$ cat config.mk
export PLATFORM = sky130hd
export DESIGN_NAME = aggr_scheduler_flat
export DESIGN_NICKNAME = d
export VERILOG_FILES = /design/src/rtl/aggr_scheduler_pkg.sv /design/src/rtl/aggr_scheduler_if.sv /design/src/rtl/aggr_tok_pipe.sv /design/src/rtl/aggr_scheduler.sv /design/src/flat_wrapper.sv
export SDC_FILE = /design/constraint.sdc
export NUM_CORES = 1
export LEC_CHECK = 0
export CAP_MARGIN = 5
export CORE_ASPECT_RATIO = 1.5
export CORE_MARGIN = 1
export CORE_UTILIZATION = 34
export DETAILED_ROUTE_END_ITERATION = 6
export PLACE_DENSITY = 0.62
export SLEW_MARGIN = 30
export SYNTH_ARGS = -nofsm -noshare
export SYNTH_HDL_FRONTEND = slang
export SYNTH_SLANG_ARGS = --single-unit
export TNS_END_PERCENT = 10
$ cat constraint.sdc
create_clock -name clk -period 1.82 [get_ports clk]
set_clock_uncertainty 0.15 [all_clocks]
set_input_delay 0.364 -clock clk [delete_from_list [all_inputs] [get_ports clk]]
set_output_delay 0.364 -clock clk [all_outputs]
set_load 0.01 [all_outputs]
$ cat src/rtl/aggr_scheduler_pkg.sv
// Shared types and sizes for the GAT aggregation scheduler.
// Optional AGGR_SCHED_PERF_EN adds the perf counters in the top and interface.
package aggr_scheduler_pkg;

  localparam int NUM_NODE_WIDTH     = 8;
  localparam int WH_ADDR_W          = 10;
  localparam int NEW_FEATURE_ADDR_W = 6;
  localparam int MUL_LATENCY        = 2;
  localparam int TOK_DEPTH          = 1 + MUL_LATENCY;

  typedef enum logic [2:0] {
    S_IDLE,
    S_HDR_RD,
    S_HDR_CHK,
    S_STREAM,
    S_DRAIN,
    S_DONE
  } sched_state_e;

  typedef struct packed {
    logic vld;
    logic first;
    logic last;
  } mac_tok_t;

endpackage

$ cat src/rtl/aggr_scheduler_if.sv
// Scheduler control/BRAM/FIFO/MAC bundle.
// AGGR_SCHED_PERF_EN adds perf_cycle_o / perf_stall_o.
interface aggr_scheduler_if;
  import aggr_scheduler_pkg::*;

  logic                          start_i;
  logic [NUM_NODE_WIDTH-1:0]     num_nodes_i;
  logic                          busy_o;
  logic                          done_o;
  logic                          err_o;
  logic [WH_ADDR_W-1:0]          wh_addr_o;
  logic                          wh_hdr_flag_i;
  logic [NUM_NODE_WIDTH-1:0]     wh_hdr_cnt_i;
  logic                          alpha_empty_i;
  logic                          alpha_rd_o;
  logic                          mac_vld_o;
  logic                          mac_first_o;
  logic                          mac_last_o;
  logic                          fea_we_o;
  logic [NEW_FEATURE_ADDR_W-1:0] fea_addr_o;

`ifdef AGGR_SCHED_PERF_EN
  logic [31:0] perf_cycle_o;
  logic [31:0] perf_stall_o;

  modport slave (
    input  start_i, num_nodes_i, wh_hdr_flag_i,
    input  wh_hdr_cnt_i, alpha_empty_i,
    output busy_o, done_o, err_o, wh_addr_o,
    output alpha_rd_o, mac_vld_o, mac_first_o,
    output mac_last_o, fea_we_o, fea_addr_o,
    output perf_cycle_o, perf_stall_o
  );

  modport master (
    output start_i, num_nodes_i, wh_hdr_flag_i,
    output wh_hdr_cnt_i, alpha_empty_i,
    input  busy_o, done_o, err_o, wh_addr_o,
    input  alpha_rd_o, mac_vld_o, mac_first_o,
    input  mac_last_o, fea_we_o, fea_addr_o,
    input  perf_cycle_o, perf_stall_o
  );
`else
  modport slave (
    input  start_i, num_nodes_i, wh_hdr_flag_i,
    input  wh_hdr_cnt_i, alpha_empty_i,
    output busy_o, done_o, err_o, wh_addr_o,
    output alpha_rd_o, mac_vld_o, mac_first_o,
    output mac_last_o, fea_we_o, fea_addr_o
  );

  modport master (
    output start_i, num_nodes_i, wh_hdr_flag_i,
    output wh_hdr_cnt_i, alpha_empty_i,
    input  busy_o, done_o, err_o, wh_addr_o,
    input  alpha_rd_o, mac_vld_o, mac_first_o,
    input  mac_last_o, fea_we_o, fea_addr_o
  );
`endif

endinterface

$ cat src/rtl/aggr_tok_pipe.sv
// Token delay line aligning first/last/valid with the multiplier output.
module aggr_tok_pipe
  import aggr_scheduler_pkg::*;
#(
  parameter int DEPTH = TOK_DEPTH
) (
  input  logic     clk,
  input  logic     rst_n,
  input  mac_tok_t tok_in,
  output mac_tok_t tok_out,
  output logic     empty
);

  mac_tok_t [DEPTH-1:0] stg;

  always_ff @(posedge clk or negedge rst_n) begin
    if (!rst_n) begin
      stg <= '0;
    end else begin
      stg <= {stg[DEPTH-2:0], tok_in};
    end
  end

  assign tok_out = stg[DEPTH-1];

  always_comb begin
    empty = 1'b1;
    for (int i = 0; i < DEPTH; i++) begin
      if (stg[i].vld) empty = 1'b0;
    end
  end

endmodule

$ cat src/rtl/aggr_scheduler.sv
// GAT aggregation sequencer: WH walk, alpha pacing, MAC tokens, feature writes.
// Define AGGR_SCHED_PERF_EN for busy/stall cycle counters.
module aggr_scheduler
  import aggr_scheduler_pkg::*;
(
  input  logic            clk,
  input  logic            rst_n,
  aggr_scheduler_if.slave bus
);

  localparam logic [NUM_NODE_WIDTH-1:0]     ONE_N = 1;
  localparam logic [WH_ADDR_W-1:0]          ONE_W = 1;
  localparam logic [NEW_FEATURE_ADDR_W-1:0] ONE_F = 1;

  sched_state_e                  state;
  logic [NUM_NODE_WIDTH-1:0]     nodes, node, rem, cnt;
  logic [WH_ADDR_W-1:0]          wh_addr;
  logic [NEW_FEATURE_ADDR_W-1:0] fea_addr;
  logic                          err, busy, done, fea_we;
  logic                          pop, hdr_ok, last_node, pipe_empty;
  logic [NUM_NODE_WIDTH-1:0]     node_nx;
  mac_tok_t                      tok_in, tok_out;

  assign pop       = (state == S_STREAM) && !bus.alpha_empty_i;
  assign hdr_ok    = bus.wh_hdr_flag_i && (bus.wh_hdr_cnt_i != '0);
  assign node_nx   = node + ONE_N;
  assign last_node = (node_nx == nodes);

  always_comb begin
    tok_in       = '0;
    tok_in.vld   = pop;
    tok_in.first = pop && (rem == cnt);
    tok_in.last  = pop && (rem == ONE_N);
  end

  aggr_tok_pipe #(.DEPTH(TOK_DEPTH)) u_pipe (
    .clk     (clk),
    .rst_n   (rst_n),
    .tok_in  (tok_in),
    .tok_out (tok_out),
    .empty   (pipe_empty)
  );

  always_ff @(posedge clk or negedge rst_n) begin
    if (!rst_n) begin
      state    <= S_IDLE;
      nodes    <= '0;
      node     <= '0;
      rem      <= '0;
      cnt      <= '0;
      wh_addr  <= '0;
      fea_addr <= '0;
      err      <= 1'b0;
      busy     <= 1'b0;
      done     <= 1'b0;
      fea_we   <= 1'b0;
    end else begin
      // write lands one cycle after the last product (accumulator register)
      fea_we <= tok_out.vld & tok_out.last;
      if (fea_we) fea_addr <= fea_addr + ONE_F;
      done <= 1'b0;
      unique case (state)
        S_IDLE: begin
          if (bus.start_i) begin
            nodes    <= bus.num_nodes_i;
            node     <= '0;
            wh_addr  <= '0;
            fea_addr <= '0;
            err      <= 1'b0;
            if (bus.num_nodes_i == '0) begin
              state <= S_DONE;
              done  <= 1'b1;
            end else begin
              state <= S_HDR_RD;
              busy  <= 1'b1;
            end
          end
        end
        S_HDR_RD: state <= S_HDR_CHK;
        S_HDR_CHK: begin
          if (hdr_ok) begin
            rem   <= bus.wh_hdr_cnt_i;
            cnt   <= bus.wh_hdr_cnt_i;
            state <= S_STREAM;
          end else begin
            err     <= 1'b1;
            wh_addr <= wh_addr + ONE_W;
            node    <= node_nx;
            state   <= last_node ? S_DRAIN : S_HDR_RD;
          end
        end
        S_STREAM: begin
          if (pop) begin
            wh_addr <= wh_addr + ONE_W;
            rem     <= rem - ONE_N;
            if (rem == ONE_N) begin
              node  <= node_nx;
              state <= last_node ? S_DRAIN : S_HDR_RD;
            end
          end
        end
        S_DRAIN: begin
          if (pipe_empty && !fea_we) begin
            state <= S_DONE;
            done  <= 1'b1;
            busy  <= 1'b0;
          end
        end
        S_DONE: state <= S_IDLE;
        default: state <= S_IDLE;
      endcase
    end
  end

`ifdef AGGR_SCHED_PERF_EN
  logic [31:0] perf_cycle, perf_stall;

  always_ff @(posedge clk or negedge rst_n) begin
    if (!rst_n) begin
      perf_cycle <= '0;
      perf_stall <= '0;
    end else if (state == S_IDLE && bus.start_i) begin
      perf_cycle <= '0;
      perf_stall <= '0;
    end else begin
      if (busy && !(&perf_cycle))
        perf_cycle <= perf_cycle + 32'd1;
      if (state == S_STREAM && bus.alpha_empty_i && !(&perf_stall))
        perf_stall <= perf_stall + 32'd1;
    end
  end

  assign bus.perf_cycle_o = perf_cycle;
  assign bus.perf_stall_o = perf_stall;
`endif

  assign bus.busy_o      = busy;
  assign bus.done_o      = done;
  assign bus.err_o       = err;
  assign bus.wh_addr_o   = wh_addr;
  assign bus.alpha_rd_o  = pop;
  assign bus.mac_vld_o   = tok_out.vld;
  assign bus.mac_first_o = tok_out.first;
  assign bus.mac_last_o  = tok_out.last;
  assign bus.fea_we_o    = fea_we;
  assign bus.fea_addr_o  = fea_addr;

endmodule

$ cat src/flat_wrapper.sv
// flat-port wrapper written by rule: the top's interface ports become plain ports
module aggr_scheduler_flat import aggr_scheduler_pkg::*;
  (clk, rst_n, bus_start_i, bus_num_nodes_i, bus_wh_hdr_flag_i, bus_wh_hdr_cnt_i, bus_alpha_empty_i, bus_busy_o, bus_done_o, bus_err_o, bus_wh_addr_o, bus_alpha_rd_o, bus_mac_vld_o, bus_mac_first_o, bus_mac_last_o, bus_fea_we_o, bus_fea_addr_o);
  aggr_scheduler_if bus_i ();
  input  logic clk;
  input  logic rst_n;
  input wire logic [$bits(bus_i.start_i)-1:0] bus_start_i;
  input wire logic [$bits(bus_i.num_nodes_i)-1:0] bus_num_nodes_i;
  input wire logic [$bits(bus_i.wh_hdr_flag_i)-1:0] bus_wh_hdr_flag_i;
  input wire logic [$bits(bus_i.wh_hdr_cnt_i)-1:0] bus_wh_hdr_cnt_i;
  input wire logic [$bits(bus_i.alpha_empty_i)-1:0] bus_alpha_empty_i;
  output wire logic [$bits(bus_i.busy_o)-1:0] bus_busy_o;
  output wire logic [$bits(bus_i.done_o)-1:0] bus_done_o;
  output wire logic [$bits(bus_i.err_o)-1:0] bus_err_o;
  output wire logic [$bits(bus_i.wh_addr_o)-1:0] bus_wh_addr_o;
  output wire logic [$bits(bus_i.alpha_rd_o)-1:0] bus_alpha_rd_o;
  output wire logic [$bits(bus_i.mac_vld_o)-1:0] bus_mac_vld_o;
  output wire logic [$bits(bus_i.mac_first_o)-1:0] bus_mac_first_o;
  output wire logic [$bits(bus_i.mac_last_o)-1:0] bus_mac_last_o;
  output wire logic [$bits(bus_i.fea_we_o)-1:0] bus_fea_we_o;
  output wire logic [$bits(bus_i.fea_addr_o)-1:0] bus_fea_addr_o;
  assign bus_i.start_i = bus_start_i;
  assign bus_i.num_nodes_i = bus_num_nodes_i;
  assign bus_i.wh_hdr_flag_i = bus_wh_hdr_flag_i;
  assign bus_i.wh_hdr_cnt_i = bus_wh_hdr_cnt_i;
  assign bus_i.alpha_empty_i = bus_alpha_empty_i;
  assign bus_busy_o = bus_i.busy_o;
  assign bus_done_o = bus_i.done_o;
  assign bus_err_o = bus_i.err_o;
  assign bus_wh_addr_o = bus_i.wh_addr_o;
  assign bus_alpha_rd_o = bus_i.alpha_rd_o;
  assign bus_mac_vld_o = bus_i.mac_vld_o;
  assign bus_mac_first_o = bus_i.mac_first_o;
  assign bus_mac_last_o = bus_i.mac_last_o;
  assign bus_fea_we_o = bus_i.fea_we_o;
  assign bus_fea_addr_o = bus_i.fea_addr_o;
  aggr_scheduler u_core (.clk(clk), .rst_n(rst_n), .bus(bus_i));
endmodule
==> results of run 1 <==
worst max-delay path: stages (launching register included):
cell,delay (ns)
dfrtp_1,0.41
nor4_4,0.35
a41oi_4,0.20
or3_4,0.42
o41ai_2,0.31
cells in the final DEF, fill, tap and decap left out, types with 3 or more instances in the layout:
| cell type | instances |
|---|---|
| and4_1 | 3 |
| a32oi_1 | 4 |
| o21ai_0 | 14 |
| o21ai_1 | 9 |
| xnor2_1 | 6 |
| mux2_2 | 17 |
| dfrtp_1 | 64 |
| clkbuf_16 | 9 |
| nand4_1 | 7 |
| buf_4 | 58 |
| and2_1 | 3 |
| nor2_1 | 34 |
| nand2b_1 | 4 |
| dlymetal6s2s_1 | 8 |
| inv_1 | 7 |
| ha_1 | 5 |
| o31ai_1 | 3 |
| clkdlybuf4s50_1 | 17 |
| nor3_1 | 5 |
| nor4_1 | 6 |
| nand3_1 | 5 |
| buf_6 | 3 |
| a21oi_1 | 13 |
| nand2_1 | 17 |
| clkinvlp_4 | 3 |
| xor2_1 | 22 |
| o31ai_2 | 5 |
| and3_1 | 6 |
| dlygate4sd2_1 | 16 |
where the power goes:
group | total [W] | switching [W] | internal, W | leakage [nW]
clock | 0.00160 | 0.000646 | 0.000959 | 0.131
sequential | 0.00232 | 0.000414 | 0.00190 | 0.803
combinational | 0.00329 | 0.00172 | 0.00158 | 1.26
total | 0.00722 | 0.00278 | 0.00444 | 2.19
stage by stage:
stage,cell area (um^2),power (W)
after floorplan,3320,0.00412
after global placement,4260,0.00526
after detailed placement,4260,0.00535
after CTS,4640,0.00713
after global routing,4700,0.00770
final,4700,0.00722
worst max-delay path by stage:
stage,from,slack [ns],cells after the start,to
after floorplan,u_core.rem[4],-0.14,6,u_core.node[5]
after global placement,bus_wh_hdr_cnt_i[5],-0.63,6,u_core.node[5]
after detailed placement,bus_wh_hdr_cnt_i[5],-0.71,6,u_core.node[5]
after CTS,u_core.rem[4],-0.11,4,u_core.node[5]
after global routing,u_core.rem[4],-0.22,4,u_core.node[5]
final,u_core.rem[4],-0.14,4,u_core.node[5]
metal layers:
metal | up-vias | share of wire (%) | track usage, %
li1 | 1386 | - | -
met1 | 1430 | 41 | 22.7
met2 | 86 | 52 | 31.7
met3 | 18 | 4.0 | 3.62
met4 | 0 | 2.4 | 9.05
met5 | - | 0 | 0
cell type report:
| type | count | area (um^2) | share of cell area (%) |
|---|---|---|---|
| multi-input combinational | 235 | 1720 | 36.5 |
| sequential | 64 | 1600 | 34.1 |
| timing repair buffer | 107 | 930 | 19.8 |
| clock buffer | 10 | 239 | 5.08 |
| tap | 112 | 140 | 2.98 |
| clock inverter | 6 | 45.0 | 0.958 |
| inverter | 8 | 30.0 | 0.639 |
timing repair:
| action | 4_1_cts | 5_1_grt |
|---|---|---|
| buffers inserted | 1 | 0 |
| pin swaps | 10 | 4 |
| hold buffers | 1 | 0 |
| hold endpoints to repair | 64 | 0 |
| setup endpoints to repair | 44 | 51 |
| gates resized for setup | 45 | 21 |
| gates cloned | 1 | 1 |
registers in the layout, summed over array words and instances (netlist names):
signal,count
u_core.bus.wh_addr_o,10
u_core.cnt,8
u_core.node,8
u_core.nodes,8
u_core.rem,8
u_core.bus.fea_addr_o,6
u_core.u_pipe.stg,6
u_core.state,3
u_core.u_pipe.tok_out,3
u_core.bus.busy_o,1
u_core.bus.done_o,1
u_core.bus.err_o,1
u_core.bus.fea_we_o,1
kinds of logic (layout without fill, tap and decap cells):
family / count (synthesis) / after routing / share of synthesized area (%)
and+or+nand+nor: 110 / 112 / 17.5
AOI/OAI and AO/OA: 71 / 71 / 14.7
DFF: 64 / 64 / 48.3
xor gates and xnor gates: 28 / 28 / 7.40
buffers and inverters: 28 / 131 / 3.81
muxes: 19 / 19 / 6.38
adders and majority gates: 5 / 5 / 1.89
==> run_results.csv, run 1 <==
group,metric,value,unit
cts,cts_tree,"built",
synthesis,ys_top_cells_by_count,"dfrtp_1, nor2_1, o21ai_0, xor2_1, nand2_1",
hold_path,holdPathStages,0,
place,gp_congestion,0.816,
sta,finalCritPeriodShare,107,%
power_and_ir_drop,power_density,1530,nW/um^2
global_route,grt-ovfl-total,0,
synthesis,post-synth-top-count-cell,"dfrtp_1",
sta,rsz0062_at_grt,"true",
synthesis,synthesis.nets,351,
sta,tightest_slew,0.358,ns
drt,avgViaCountPerCell,5.39,
synthesis,avgSynthCellArea,10.2,um^2
drt,drc,0,
hold_path,hold_path_class,"flip-flop to flip-flop",
drt,ant_nets,0,
cts,insertion_delay,0.33,ns
synthesis,synth-edff-count,0,
run,drv_cap,0,
cts,clk_path_buf_depth,2,
drt,initialDrtViolationCount,150,
synthesis,ys.flop_type,"dfrtp_1",
synthesis,async_reset_ff_share,100,%
critical_path,r2r_start,"u_core.rem[4]",
sta,relSlewSlack,75.9,%
power_and_ir_drop,peakVddDrop,0.704,mV
cells_and_area,fin_util,50.2,%
critical_path,r2r_end,"u_core.node[5]",
sta,timing.final.ws_setup,-0.136,ns
cts,h-tree-depth,3,
synthesis,yosysWarnings,0,
sta,layout_min_cycle_time,1.96,ns
cts,cts_sinks,64,
critical_path,cp_max_fo,7,
cells_and_area,areaGrowthSynthToFinish,41.9,%
run_status,violations,"setup timing",
floorplanning,die_x,82.6,um
floorplanning,dieArea,10200,um^2
run_status,status,"finished, violations left",
hold_path,hold_path_end,"u_core.u_pipe.tok_out[1]",
critical_path,worst_ep_arrival_time,2.02,ns
cells_and_area,final_cells,542,
synthesis,syn_inst,325,
critical_path,reg2reg_depth,4,
place,dp_hpwl,5.86,mm
place,io_buffers,44,
hold_path,min_from,"u_core.u_pipe.stg[4]",
synthesis,synth.largest_area_cell,"dfrtp_1",
global_route,grt_max_degree,65,
synthesis,ys_seq_area_share,48.3,%
synthesis,synth_top_area_share,48.3,%
synthesis,ys_types,56,
cells_and_area,n_fill_cell,898,
critical_path,r2r_setup_slack,-0.14,ns
cells_and_area,finalNetCount,451,
critical_path,worstSetupPathType,"flip-flop to flip-flop",
global_route,antenna_found_initial,0,
place,place_inst,522,
place,dp_slack,-0.712,ns
sta,final.setup.tns,-0.744,ns
synthesis,synth.cell_area,3310,um^2
cts,numCtsBuffers,9,
synthesis,yosys-top-cells-area,"dfrtp_1, xor2_1, mux2_2, nor2_1, o21ai_0",
floorplanning,start_util,35.4,%
sta,fmax,511,MHz
global_route,grt_usage,18.8,%
critical_path,critPathLaunchType,"flip-flop",
floorplanning,coreArea,9360,um^2
sta,finalSetupViolCount,13,
sta,drv_slew,0,
critical_path,endpoint_kind,"flip-flop",
drt,vias,2920,
power_and_ir_drop,leakage,2.19,nW
floorplanning,boundaryPins,45,
drt,wl_per_cell,15.7,um
global_route,grt_pass1_vias,2844,
cells_and_area,final_layout_size_suffix_gt1_share,29.1,%
drt,totalWireLength,8.50,mm
global_route,grt_pass1_wl,13.9,mm
floorplanning,die_height,123,um
drt,dr.pass1.iters,4,
cts,path_clk_slew,0.06,ns
cts,cts_root_buffer,"clkbuf_16",
sta,hold_viol,0,
sta,timing.hold.ws,0.198,ns
critical_path,required,1.89,ns
cells_and_area,diodes,0,
floorplanning,rows,43,
synthesis,synth_seq_cells,64,
Note: power is estimated with default switching activity, not from simulation.
==> run 2, diff against run 1 <==
--- a/config.mk
+++ b/config.mk
@@ -10,7 +10,8 @@
 export CORE_MARGIN = 1
 export CORE_UTILIZATION = 34
 export DETAILED_ROUTE_END_ITERATION = 6
-export PLACE_DENSITY = 0.62
+export PLACE_DENSITY = 0.6
+export RECOVER_POWER = 50
 export SLEW_MARGIN = 30
 export SYNTH_ARGS = -nofsm -noshare
 export SYNTH_HDL_FRONTEND = slang
==> constraint.sdc (replaced) <==
create_clock -name clk -period 2 [get_ports clk]
set_clock_uncertainty 0.15 [all_clocks]
set_input_delay 0.4 -clock clk [delete_from_list [all_inputs] [get_ports clk]]
set_output_delay 0.4 -clock clk [all_outputs]
set_load 0.01 [all_outputs]
==> run 2 against run 1 <==
  * The flow now finishes without violations
  * Routed wire length shrank 3.0%
  * Critical path depth is 1 higher
  * Die area is the same
  * Cell count down 2.2%
  * Core utilization shrank 1.0 points
  * Sequential cell count is the same
  * Design area is 2.0% lower
  * Largest cell class unchanged
==> run_results.csv, run 2 (synthesis gave the netlist of run 1 again) <==
group,metric,value,unit
run_status,status,"completed",
drt,wl_per_cell,15.6,um
drt,totalWireLength,8.24,mm
cells_and_area,n_fill_cell,894,
critical_path,path_depth,5,
global_route,grt-ovfl-total,0,
sta,finalCritPeriodShare,97.3,%
sta,finalSetupViolCount,0,
cells_and_area,diodes,0,
sta,rsz0062_at_grt,"true",
global_route,grt_pass1_vias,2717,
place,gp_congestion,0.855,
sta,tightest_slew,0.882,ns
run,drv_cap,0,
place,dp_hpwl,5.86,mm
power_and_ir_drop,power_density,1430,nW/um^2
critical_path,r2r_end,"u_core.node[4]",
hold_path,hold_path_class,"flip-flop to flip-flop",
critical_path,cp-startpoint,"u_core.rem[4]",
cts,cts_root_buffer,"clkbuf_16",
cts,h-tree-depth,3,
cells_and_area,finalNetCount,440,
floorplanning,rows,43,
place,place_inst,511,
sta,hold_viol,0,
sta,relSlewSlack,41.2,%
critical_path,r2r_start,"u_core.rem[4]",
critical_path,crit_end,"u_core.node[4]",
power_and_ir_drop,leakage,2.08,nW
place,io_buffers,44,
power_and_ir_drop,peakVddDrop,0.702,mV
place,dp_slack,-0.531,ns
cts,numCtsBuffers,9,
cts,insertion_delay,0.33,ns
drt,drc,0,
sta,fmax,514,MHz
critical_path,worstSetupPathType,"flip-flop to flip-flop",
cells_and_area,areaGrowthSynthToFinish,39.0,%
drt,dr.pass1.iters,4,
critical_path,path_delay_family,"simple AND/OR/NAND/NOR gates",
critical_path,crit_chain,"nor4_4, a41oi_2, or4_1, a2bb2oi_1, o21ai_1",
sta,final.setup.tns,0,ns
cells_and_area,final_layout_size_suffix_gt1_share,25.6,%
critical_path,endpoint_kind,"flip-flop",
floorplanning,die_height,123,um
critical_path,crit_slowest_cell,"or4_1",
critical_path,reg2reg_depth,5,
critical_path,required,2.11,ns
cells_and_area,final_cells,530,
drt,vias,2801,
sta,drv_slew,0,
cells_and_area,final_common_cell,"dfrtp_1",
sta,timing.final.ws_setup,0.0539,ns
drt,avgViaCountPerCell,5.28,
cells_and_area,final_cell_mix,"dfrtp_1, buf_4, nor2_1",
cts,cts_tree,"built",
drt,ant_nets,0,
floorplanning,dieArea,10200,um^2
cts,cts_sinks,64,
cts,path_clk_slew,0.06,ns
cells_and_area,largest_reg_flops,10,
critical_path,cp_num_buf_inv,0,
sta,timing.hold.ws,0.195,ns
critical_path,r2r_setup_slack,0.05,ns
global_route,grt_max_degree,65,
floorplanning,boundaryPins,45,
floorplanning,die_x,82.6,um
sta,layout_min_cycle_time,1.95,ns
floorplanning,start_util,35.4,%
critical_path,cp_slowest_stage_delay,0.50,ns
cts,clk_path_buf_depth,2,
critical_path,cp_max_fo,4,
critical_path,critPathLaunchType,"flip-flop",
power_and_ir_drop,finalPower,0.00660,W
global_route,grt_pass1_wl,13.2,mm
critical_path,worst_ep_arrival_time,2.05,ns
global_route,antenna_found_initial,0,
global_route,grt_usage,17.7,%
drt,initialDrtViolationCount,145,
floorplanning,coreArea,9360,um^2
## run 2: cell types whose count changed in the layout (fill, tap and decap cells not counted), sizes merged
cell,delta
buf,-12
bufinv,+2
clkdlybuf4s15,-1
clkdlybuf4s50,+17
clkinv,-1
clkinvlp,-1
dlygate4sd2,-14
dlymetal6s2s,-1
or2,-1
## run 2: worst min path at each step
stage                               from                  endpoint  slack [ns]  cells past startpoint
floorplan                          rst_n         u_core.bus.busy_o       -0.05                      0
global placement    u_core.u_pipe.stg[4]  u_core.u_pipe.tok_out[1]        0.18                      0
detailed placement  u_core.u_pipe.stg[0]      u_core.u_pipe.stg[3]        0.19                      0
CTS                 u_core.u_pipe.stg[0]      u_core.u_pipe.stg[3]        0.20                      0
global route        u_core.u_pipe.stg[4]  u_core.u_pipe.tok_out[1]        0.21                      0
finish              u_core.u_pipe.stg[0]      u_core.u_pipe.stg[3]        0.19                      0
## run 2: cell type report
| class | instances | area, um^2 | share of cell area [%] |
|---|---|---|---|
| inverters | 8 | 30.0 | 0.652 |
| repair buffers | 97 | 858 | 18.6 |
| clock inverters | 6 | 85.1 | 1.85 |
| clock buffers | 9 | 225 | 4.89 |
| multi-input cells | 234 | 1670 | 36.1 |
| flip-flops and latches | 64 | 1600 | 34.8 |
| well taps | 112 | 140 | 3.04 |
## run 2: metal layers
metal / share of wire (%) / vias up / global-route usage, %
met5: 0 / - / 0
met4: 3.5 / 0 / 8.84
met3: 3.5 / 15 / 5.31
met2: 53 / 61 / 29.3
met1: 40 / 1368 / 20.4
li1: - / 1357 / -
## run 2: what timing repair did
action / CTS / global route
cloned: 0 / 1
setup endpoints to repair: 21 / 42
hold endpoints to repair: 64 / 0
resized for setup: 12 / 25
pin swaps: 0 / 7
hold buffers: 1 / 0
setup buffers: 0 / 2
## run 2: where the power goes
part           internal (W)  total (W)  leakage (nW)  switching, W
Sequential          0.00173    0.00211         0.801      0.000375
Combinational       0.00141    0.00285          1.14       0.00144
Clock               0.00108    0.00165         0.147      0.000571
Total               0.00422    0.00660          2.08       0.00239
## run 2: through the flow
step / utilization, % / instance area, um^2
finish: 49.2 / 4610
CTS: 48.3 / 4520
global route: 49.2 / 4610
global placement: 44.7 / 4180
floorplan: - / 3310
detailed placement: 44.7 / 4180
